==> config.mk <==
export PLATFORM = sky130hd
export DESIGN_NAME = seq_det_ctrl
export DESIGN_NICKNAME = d
export VERILOG_FILES = /design/src/rtl/seq_det_ctrl.sv
export SDC_FILE = /design/constraint.sdc
export NUM_CORES = 1
export LEC_CHECK = 0
export ABC_CLOCK_PERIOD_IN_PS = 2600
export BUFFER_PORTS_ARGS = -buffer_cell sky130_fd_sc_hd__buf_2
export CAP_MARGIN = 20
export CORE_ASPECT_RATIO = 0.5
export CORE_UTILIZATION = 55
export DETAILED_ROUTE_END_ITERATION = 6
export PLACE_DENSITY = 0.78
export SLEW_MARGIN = 20
export SYNTH_ARGS = -nofsm -noshare
export SYNTH_HDL_FRONTEND = slang
export SYNTH_SLANG_ARGS = --single-unit
==> constraint.sdc <==
create_clock -name clk -period 2.6 [get_ports clk]
set_input_delay 0.52 -clock clk [delete_from_list [all_inputs] [get_ports clk]]
set_output_delay 0.52 -clock clk [all_outputs]
set_load 0.01 [all_outputs]
==> src/rtl/seq_det_ctrl.sv <==
// Sequencing controller for the serial pattern detector: programmable target/quota,
// fill of the shift window, overlapping match counting and run completion.
module seq_det_ctrl #(
  parameter int               W       = 4,
  parameter int               CNT_W   = 8,
  parameter logic [W-1:0]     DEF_PAT = 4'b1101
) (
  input  logic             clk,
  input  logic             rst,
  input  logic             cfg_valid,
  input  logic [W-1:0]     cfg_pattern,
  input  logic [CNT_W-1:0] cfg_count,
  input  logic             start,
  input  logic             abort,
  input  logic             data,
  input  logic             data_valid,
  output logic             busy,
  output logic             match,
  output logic [CNT_W-1:0] match_cnt,
  output logic             done,
  output logic             cfg_ready
);

  localparam int FW = (W > 2) ? $clog2(W) : 1;

  typedef enum logic [1:0] {
    IDLE = 2'd0,
    FILL = 2'd1,
    RUN  = 2'd2,
    DONE = 2'd3
  } state_t;

  state_t           state_q, state_d;
  logic [W-2:0]     sh_q, sh_d;
  logic [FW-1:0]    fill_q, fill_d;
  logic [W-1:0]     pat_q, pat_d;
  logic [CNT_W-1:0] quota_q, quota_d;
  logic [CNT_W-1:0] cnt_q, cnt_d;
  logic             match_q, match_d;
  logic             done_q, done_d;
  logic             busy_q, busy_d;
  logic             ready_q, ready_d;
  logic [W-1:0]     window;
  logic [CNT_W-1:0] cnt_inc;

  assign window  = {sh_q, data};
  assign cnt_inc = cnt_q + CNT_W'(1);

  // State register and all registered outputs
  always_ff @(posedge clk or posedge rst) begin
    if (rst) begin
      state_q <= IDLE;
      sh_q    <= '0;
      fill_q  <= '0;
      pat_q   <= DEF_PAT;
      quota_q <= CNT_W'(1);
      cnt_q   <= '0;
      match_q <= 1'b0;
      done_q  <= 1'b0;
      busy_q  <= 1'b0;
      ready_q <= 1'b1;
    end else begin
      state_q <= state_d;
      sh_q    <= sh_d;
      fill_q  <= fill_d;
      pat_q   <= pat_d;
      quota_q <= quota_d;
      cnt_q   <= cnt_d;
      match_q <= match_d;
      done_q  <= done_d;
      busy_q  <= busy_d;
      ready_q <= ready_d;
    end
  end

  // Next-state, datapath and output decode
  always_comb begin
    state_d = state_q;
    sh_d    = sh_q;
    fill_d  = fill_q;
    pat_d   = pat_q;
    quota_d = quota_q;
    cnt_d   = cnt_q;
    match_d = 1'b0;
    done_d  = 1'b0;

    case (state_q)
      IDLE: begin
        if (cfg_valid) begin
          pat_d   = cfg_pattern;
          // A zero quota would never complete, so it is treated as one.
          quota_d = (cfg_count == '0) ? CNT_W'(1) : cfg_count;
        end else begin
          pat_d   = pat_q;
        end
        if (start) begin
          state_d = FILL;
          sh_d    = '0;
          fill_d  = '0;
          cnt_d   = '0;
        end else begin
          state_d = IDLE;
        end
      end
      FILL: begin
        if (abort) begin
          state_d = IDLE;
        end else if (data_valid) begin
          sh_d   = window[W-2:0];
          fill_d = fill_q + FW'(1);
          if (fill_q == FW'(W - 2)) begin
            state_d = RUN;
          end else begin
            state_d = FILL;
          end
        end else begin
          state_d = FILL;
        end
      end
      RUN: begin
        // Abort wins over a match landing in the same cycle.
        if (abort) begin
          state_d = IDLE;
        end else if (data_valid) begin
          sh_d = window[W-2:0];
          if (window == pat_q) begin
            match_d = 1'b1;
            cnt_d   = cnt_inc;
            if (cnt_inc == quota_q) begin
              done_d  = 1'b1;
              state_d = DONE;
            end else begin
              state_d = RUN;
            end
          end else begin
            state_d = RUN;
          end
        end else begin
          state_d = RUN;
        end
      end
      DONE: begin
        state_d = IDLE;
      end
      default: begin
        state_d = IDLE;
      end
    endcase
  end

  assign busy_d  = (state_d == FILL) || (state_d == RUN);
  assign ready_d = (state_d == IDLE);

  assign busy      = busy_q;
  assign match     = match_q;
  assign match_cnt = cnt_q;
  assign done      = done_q;
  assign cfg_ready = ready_q;

endmodule

---- Word-level counts from Yosys, hierarchy flattened ----
Index checks and enable logic that the tools add are counted.
word-level totals
  memories kept ........................... 0
  word-level logic and storage cells ...... 72
  memory bits (writable) .................. 0
  bits of input ports ..................... 19
  flip-flop bits (word level) ............. 31
  output and inout bits ................... 12
  ROM bits ................................ 0
  latch bits .............................. 0
cells by class
  add/sub/neg operators ................... 2
  reduce and logical (&&, ||, !) cells .... 12
  bitwise logic cells ..................... 0
  multipliers ............................. 0
  shift-type cells ........................ 0
  order comparisons ....................... 0
  eq/ne operators ......................... 16
  mux-type cells .......................... 32
  divide/modulo/power cells ............... 0
operators with widths
  operator                                               count
  two-way mux 8 bit                                      5
  two-way mux 2 bit                                      9
  case mux 8 bit (2 select lines)                        1
  inequality test 2 bit, second input constant           7
  two-way mux 1 bit                                      11
  two-way mux 3 bit                                      3
  adder 8 x 1 -> 8 bit, second input constant            1
  equality test 2 bit, second input constant             4
  equality test 8 bit                                    1
  logical NOT 8 bit                                      1
  case mux 2 bit (4 select lines)                        1
  AND reduction 4 bit                                    2
  case mux 3 bit (2 select lines)                        1
  nonzero test 2 bit                                     3
  AND reduction 5 bit                                    1
  equality test 2 x 1 -> 1 bit, second input constant    2
  equality test 4 bit                                    1
  logical NOT 2 bit                                      2
  case mux 2 bit (2 select lines)                        1
  adder 2 x 1 -> 2 bit, second input constant            1
  inequality test 2 x 1 -> 1 bit, second input constant  1
  AND reduction 2 bit                                    1
  OR reduction 2 bit                                     1
  logical OR 1 bit                                       1

---- Logic depth before layout (Yosys ltp) ----
Gate-level depths: netlist (run 1).
  depth after elaboration ................. 9
  gate-level depth with buffers ........... 8
  mapped depth without buffers ............ 7

---- Worst setup path after synthesis (run 1) ----
No wires, ideal clock.
  kind .................................... flip-flop to flip-flop
  from .................................... reg cnt_q[0], in the netlist match_cnt[0]
  to ...................................... reg busy_q, in the netlist busy
  path slack .............................. 416 ps
  data arrival time ....................... 2058 ps
  buffers on the path ..................... 1
  clock period less this slack ............ 2184 ps
  stages on the path, launching flop included .. 9
  data required time ...................... 2474 ps
  setup time .............................. 126 ps
  cell sequence ........................... dfrtp_1 -> ha_1 -> clkbuf_1 -> and2_1 -> a211o_1 -> a31oi_1 -> a2111oi_4 -> o31ai_1 -> ha_1
on the way
  cells in the longest elaborated chain, start to end .. 9
  elaborated cells between the ends (all ways) .. 10
  classes of those cells .................. 1 x add/sub; 3 x eq/ne; 5 x mux; 1 x reduce/logical
RTL lines
  item                                                                 RTL line  source
  start: declaration                                                   38        logic [CNT_W-1:0] cnt_q, cnt_d;
  start signal: assignment                                             68        cnt_q <= cnt_d;
  adder 8 x 1 -> 8 bit (*)                                             47        assign cnt_inc = cnt_q + CNT_W'(1);
  equality test 8 bit (*)                                              129       if (cnt_inc == quota_q) begin
  two-way mux 1 bit (*)                                                129
  two-way mux 2 bit (*)                                                126       if (window == pat_q) begin
  two-way mux 2 bit (*)                                                124       end else if (data_valid) begin
  two-way mux 2 bit (*)                                                122       if (abort) begin
  case mux 2 bit (4 select lines) (*)                                  87        case (state_q)
  equality test 2 x 1 -> 1 bit or equality test 2 bit (tied branches)  151       assign busy_d = (state_d == FILL) || (state_d == RUN);
  logical OR 1 bit (*)                                                 151
  named net busy_d                                                     41        logic busy_q, busy_d;
  end signal: assignment                                               71        busy_q <= busy_d;
  end: declaration                                                     41
Mark *: on every way through the listed nets, which the timed path passes. The rest lies on a longest branch.
A chain may end at the register's enable or synchronous reset.

---- Final worst setup path (run 1) ----
Same ends and word-level chain as after synthesis.

==> results of run 1 <==
==> layout make-up <==
type,instances,share of cell area
Sequential cell,31,0.3705
Inverter,9,0.01600
Clock inverter,2,0.01660
Tap cell,40,0.02371
Clock buffer,6,0.03912
Multi-Input combinational cell,128,0.4523
Timing Repair Buffer,33,0.08180
==> worst max-delay path: stages, from the launching register on <==
cell and delay (ns):
dfrtp_1 0.47, ha_1 0.34, and2_1 0.21, a211o_1 0.28, a31oi_1 0.28, a2111oi_4 0.07, o31ai_1 0.27, ha_1 0.26
==> registers in the layout (all words and copies together), names as in the netlist <==
register and cells:
state_q 2, fill_q 2, cfg_ready 1, sh_q 3
quota_q 8, pat_q 4, match_cnt 8, done 1
match 1, busy 1
==> kinds of logic (layout without fill, tap and decap cells) <==
family	count (synthesis)	after routing	synth area share
AND/OR/NAND/NOR	50	50	0.1532
AO/OA/AOI/OAI	49	49	0.2050
adder cells (fa/ha/maj)	6	6	0.04141
flip-flops	31	31	0.4313
multiplexers	12	12	0.07384
XOR/XNOR	11	11	0.05314
buffers and inverters	17	50	0.04209
==> synth_stat cells (all sizes together) (2+ instances only) <==
library cell | number | share of area
a211o | 2 | 0.0097
a21oi | 5 | 0.014
a22o | 4 | 0.019
a31oi | 3 | 0.010
buf | 4 | 0.015
clkbuf | 4 | 0.0083
dfrtp | 26 | 0.36
dfstp | 5 | 0.072
ha | 6 | 0.041
inv | 9 | 0.019
mux2 | 11 | 0.068
nand2 | 12 | 0.026
nand2b | 4 | 0.014
nand3 | 9 | 0.028
nand3b | 2 | 0.0083
nor2 | 9 | 0.019
nor2b | 4 | 0.018
nor3 | 2 | 0.0055
nor4 | 2 | 0.010
o211ai | 2 | 0.0083
o21a | 2 | 0.0083
o21ai | 14 | 0.039
o221ai | 2 | 0.0097
o311ai | 3 | 0.014
o31ai | 3 | 0.012
xnor2 | 9 | 0.043
xor2 | 2 | 0.0097
==> layer usage <==
layer | global-route usage | vias up
li1 | - | 707
met1 | 0.3249 | 706
met2 | 0.3869 | 46
met3 | 0.06496 | 6
met4 | 0.08966 | 0
met5 | 0 | -
==> power by group <==
part	switching, mW	leakage, nW	internal [mW]
Combinational	0.362	0.450	0.316
Sequential	0.111	0.391	0.660
Clock	0.191	0.0612	0.310
Total	0.664	0.902	1.29
==> worst min path at each step <==
| stage | from | to | slack (ns) | cells past startpoint |
|---|---|---|---|---|
| finish | rst | match_cnt[7] | 0.29 | 3 |
| global route | rst | match_cnt[7] | 0.34 | 3 |
| CTS | rst | state_q[0] | 0.31 | 3 |
| detailed placement | quota_q[0] | quota_q[0] | 0.49 | 2 |
| global placement | quota_q[0] | quota_q[0] | 0.48 | 2 |
| floorplan | quota_q[0] | quota_q[0] | 0.46 | 2 |
==> metrics by stage <==
step	utilization	hold slack, ns
6_report	0.6886	0.2947
5_1_grt	0.6886	0.3440
4_1_cts	0.6886	0.3145
3_5_place_dp	0.6502	0.4938
3_3_place_gp	0.6502	0.4757
2_1_floorplan	-	0.4641
==> flow_metrics.env, run 1 <==
export IMPL_outcome="completed"
export IMPL_cts_root_buf="clkbuf_8"
export IMPL_r2r_start="match_cnt[0]"
export IMPL_peakVddDrop_mv=0.5718
export IMPL_wl_met3_um=229
export IMPL_post_cts_buffers=0
export IMPL_synth_edff_count=0
export IMPL_cts_resized=0
export IMPL_ys_types=50
export IMPL_seq_area_um2=782.0
export IMPL_final_antenna_net_count=0
export IMPL_fp_dieH_um=42.60
export IMPL_rsz0062_at_grt="false"
export IMPL_period_needed_ns=2.298
export IMPL_initial_utilization=0.5914
export IMPL_grt_pass1_wl_um=6603
export IMPL_wl_um=3779
export IMPL_dr_max_layer_used="met4"
export IMPL_viasPerCell=5.884
export IMPL_async_flop_share=1.000
export IMPL_first_pass_iters=4
export IMPL_tightestPinTransition_ns=0.4875
export IMPL_num_rows=14
export IMPL_report_final_hold_viol_count=0
export IMPL_p_leak_nw=0.9016
export IMPL_clkTransAtPathRegs_ns=0.07
export IMPL_skew_ns=0.002918
export IMPL_grt_pass1_vias=1433
export IMPL_dp_slack_ns=0.3171
export IMPL_critPathLaunchType="flip-flop"
export IMPL_nNetsFinal=233
export IMPL_syn_num_nets=201
export IMPL_cts_hold_buf=0
export IMPL_critPathKind="reg2reg"
export IMPL_r2r_setup_slack_ns=0.30
export IMPL_fin_setup_tns_ns=0
export IMPL_worstSetupEndpointType="flip-flop"
export IMPL_final_cells=249
export IMPL_drtIter0Drc=61
export IMPL_grt_usage=0.2436
export IMPL_ff2ff_path_depth=7
export IMPL_drv_slew=0
export IMPL_postPlaceCellArea_um2=1993
export IMPL_setup_violations=0
export IMPL_antenna_found_initial=0
export IMPL_maxCapViolations=0
export IMPL_layout_commonest_cell="buf_2"
export IMPL_multi_input_area_um2=954.7
export IMPL_clk_insertion_delay_late_ns=0.29
export IMPL_hold_class="in2async"
export IMPL_cts_tree="done"
export IMPL_layout_common_cells="buf_2 (30), dfrtp_1 (26), o21ai_0 (14), nand2_1 (11), mux2_2 (11)"
export IMPL_worstReg2RegEnd="busy"
export IMPL_fill_cells=247
export IMPL_pin_count=31
export IMPL_fmax_mhz=435.1
export IMPL_gp_congestion=0.8935
export IMPL_setup_slack_ns=0.3016
export IMPL_gr_total_overflow=0
export IMPL_crit_path_end="busy"
export IMPL_power_total_mw=1.950
export IMPL_cts_buffer_depth=2
export IMPL_yosys_warnings=0
export IMPL_path_max_fanout=9
export IMPL_max_slew_margin_rel=0.6742
export IMPL_drc_errors=0
export IMPL_dp_cells=241
export IMPL_die_area_um2=3544
export IMPL_cts_sinks=31
export IMPL_min_period_over_period=0.8840
export IMPL_startpoint="match_cnt[0]"
export IMPL_portBuffers=30
export IMPL_met2_length_um=1677
export IMPL_syn_avg_cell_area_um2=10.30
export IMPL_num_antenna_cells=0
export IMPL_final_layout_size_suffix_gt1_frac=0.3110
export IMPL_syn2layout_area_growth_pct=16.42
export IMPL_wl_met1_um=1815
export IMPL_seq_area_frac_synth=0.4313
export IMPL_ys_ff_latch=31
export IMPL_worstPathRequired_ns=2.78
export IMPL_cp_arrival_ns=2.48
export IMPL_wl_per_cell_um=15.18
export IMPL_htree_levels=2
export IMPL_power_density_nw_per_um2=923.9
export IMPL_dpl_hpwl_um=2727
export IMPL_core_um2=3065
export IMPL_cts_buffers=5
export IMPL_grt_max_degree=32
export IMPL_syn_inst=176
export IMPL_syn_area_um2=1813
export IMPL_die_x_um=83.20
export IMPL_route_vias_total=1465
export IMPL_stdcell_area_um2=2111
export IMPL_synth_top_flop_cell="dfrtp_1"
No activity file was read; power rests on OpenSTA's default activity.
==> run 2, diff against run 1 <==
Settings changed: ABC_AREA set to 1, PLACE_DENSITY 0.78 to 0.79.
==> run 2 against run 1 <==
Synthesized cell count increased by 28%. Maximum frequency increased by 9.1%. Non-clock buffer count is 2 lower. Global-route usage is 0.95 points higher.
==> flow_metrics.env, run 2 <==
export IMPL_outcome="completed"
export IMPL_cts_buffers=5
export IMPL_critPathLaunchType="flip-flop"
export IMPL_cts_root_buf="clkbuf_8"
export IMPL_gr_total_overflow=0
export IMPL_portBuffers=30
export IMPL_ys_ff_latch=31
export IMPL_final_layout_size_suffix_gt1_frac=0.2214
export IMPL_syn_avg_cell_area_um2=7.579
export IMPL_pin_count=31
export IMPL_core_um2=2765
export IMPL_maxCapViolations=0
export IMPL_peakVddDrop_mv=0.6448
export IMPL_syn2layout_area_growth_pct=17.02
export IMPL_post_cts_buffers=0
export IMPL_first_pass_iters=4
export IMPL_nNetsFinal=286
export IMPL_layout_commonest_cell="nand2_1"
export IMPL_synth_most_common_cell="nand2_1"
export IMPL_dpl_hpwl_um=2834
export IMPL_grt_max_degree=32
export IMPL_cts_sinks=31
export IMPL_report_final_hold_viol_count=0
export IMPL_ys_types=27
export IMPL_synth_edff_count=0
export IMPL_syn_inst=226
export IMPL_worstSetupEndpointType="flip-flop"
export IMPL_setup_violations=0
export IMPL_async_flop_share=1.000
export IMPL_synth_top_area_share=0.3798
export IMPL_num_antenna_cells=0
export IMPL_skew_ns=0.009975
export IMPL_min_period_over_period=0.8106
export IMPL_tightestPinTransition_ns=0.6388
export IMPL_cp_arrival_ns=2.27
export IMPL_fin_util=0.7249
export IMPL_drtIter0Drc=114
export IMPL_hold_class="in2async"
export IMPL_syn_area_um2=1713
export IMPL_wl_um=3739
export IMPL_drv_slew=0
export IMPL_route_vias_total=1576
export IMPL_fmax_mhz=474.5
export IMPL_use_met2=0.4000
export IMPL_yosys_warnings=0
export IMPL_viasPerCell=5.271
export IMPL_fp_dieH_um=41.46
export IMPL_synth_top_flop_cell="dfrtp_1"
export IMPL_rsz0062_at_grt="false"
export IMPL_yosys_area_top_type="dfrtp_1"
export IMPL_cts_buffer_depth=2
export IMPL_grtUsageMet3=0.07253
export IMPL_grt_usage=0.2531
export IMPL_htree_levels=2
export IMPL_initial_utilization=0.6195
export IMPL_clkTransAtPathRegs_ns=0.07
export IMPL_critPathKind="reg2reg"
export IMPL_gp_congestion=0.8628
export IMPL_cts_resized=0
export IMPL_worstPathRequired_ns=2.76
export IMPL_synthTopCellsByCount="nand2_1 (65), inv_1 (35), dfrtp_1 (26)"
export IMPL_layout_common_cells="nand2_1 (65), inv_1 (35), buf_2 (30), dfrtp_1 (26), o21ai_0 (18)"
export IMPL_grt_busiest_layer="met2"
export IMPL_grt_pass1_wl_um=6313
export IMPL_fin_setup_tns_ns=0
export IMPL_seq_area_frac_synth=0.4565
export IMPL_synth_area_top_cells="dfrtp_1 (38%), nand2_1 (14%), dfstp_2 (7.7%), inv_1 (7.7%), o21ai_0 (5.3%)"
export IMPL_grt_pass1_vias=1459
export IMPL_clk_insertion_delay_late_ns=0.29
export IMPL_period_needed_ns=2.107
export IMPL_cts_hold_buf=0
export IMPL_drc_errors=0
export IMPL_wl_per_cell_um=12.51
export IMPL_final_antenna_net_count=0
export IMPL_max_slew_margin_rel=0.5731
export IMPL_syn_num_nets=251
export IMPL_antenna_found_initial=0
export IMPL_die_x_um=80.92
export IMPL_met1_usage=0.3366
export IMPL_die_area_um2=3355
export IMPL_power_density_nw_per_um2=870.9
export IMPL_p_leak_nw=1.067
export IMPL_cts_tree="done"
export IMPL_num_rows=13
export IMPL_path_max_fanout=5
[run 2: cell types whose count changed in the layout (fill, tap and decap cells not counted), moves of 4 or more]
| cell | previous run | this run |
|---|---|---|
| nand2_1 | 11 | 65 |
| xnor2_1 | 9 | 2 |
| nor2_1 | 9 | 16 |
| inv_2 | 0 | 4 |
| nand2b_1 | 4 | 0 |
| nand3_1 | 8 | 12 |
| a22o_1 | 4 | 0 |
| nand4_1 | 1 | 7 |
| mux2_2 | 11 | 2 |
| o21ai_0 | 14 | 18 |
| inv_1 | 9 | 35 |
[run 2: path summary, 6_finish.rpt]
check	cells past startpoint	endpoint	slack [ns]	from
max	12	busy	0.49	state_q[0]
min	3	quota_q[4]	0.30	rst
max reg2reg	12	busy	0.49	state_q[0]
min reg2reg	2	pat_q[0]	0.49	pat_q[0]
max in group asynchronous	3	cfg_ready	1.97	rst
min in group clk	2	pat_q[3]	0.47	cfg_pattern[3]
[run 2: stage by stage]
| step | total power [mW] | std cells | hold WS, ns | area (µm²) | setup WS [ns] |
|---|---|---|---|---|---|
| 2_1_floorplan | 1.167 | 226 | 0.4570 | 1713 | 0.7878 |
| 3_3_place_gp | 1.293 | 291 | 0.4724 | 1904 | 0.6410 |
| 3_5_place_dp | 1.318 | 291 | 0.4821 | 1904 | 0.5258 |
| 4_1_cts | 1.744 | 299 | 0.3124 | 2004 | 0.5041 |
| 5_1_grt | 1.877 | 299 | 0.3620 | 2004 | 0.3815 |
| 6_report | 1.746 | 299 | 0.3018 | 2004 | 0.4926 |
[run 2: kinds of logic after synthesis]
group	after synthesis	synth area share
compound gates	30	0.09350
xor+xnor	2	0.01023
fa+ha+maj	6	0.04383
buf+inv	43	0.09568
flops	31	0.4565
mux	2	0.01315
simple gates	112	0.2871
[run 2: routing by layer]
layer	vias up	wire, µm
met4	0	70
met1	718	1708
met2	60	1705
li1	789	-
met3	9	255
met5	-	0
[run 2: critical path, cell delays in order (launching register included)]
cell,delay (ns)
dfrtp_1,0.39
inv_1,0.09
ha_1,0.21
inv_2,0.09
nor2_1,0.16
nand2_1,0.08
nor2_1,0.21
nand3_1,0.11
nor2_1,0.13
nand2_2,0.09
nand2_1,0.06
nand2_1,0.05
ha_1,0.29
[run 2: report_power, final]
| group | internal (mW) | total [mW] | switching [mW] |
|---|---|---|---|
| Clock | 0.242 | 0.422 | 0.181 |
| Combinational | 0.216 | 0.573 | 0.357 |
| Sequential | 0.656 | 0.750 | 0.0941 |
| Total | 1.11 | 1.75 | 0.632 |
[run 2: area by class of cell]
type,count,area (µm²)
flip-flops and latches,31,782.0
fillers,225,760.7
clock buffers,8,100.1
multi-input cells,152,767.0
repair buffers,31,157.7
inverters,40,151.4
well taps,37,46.29
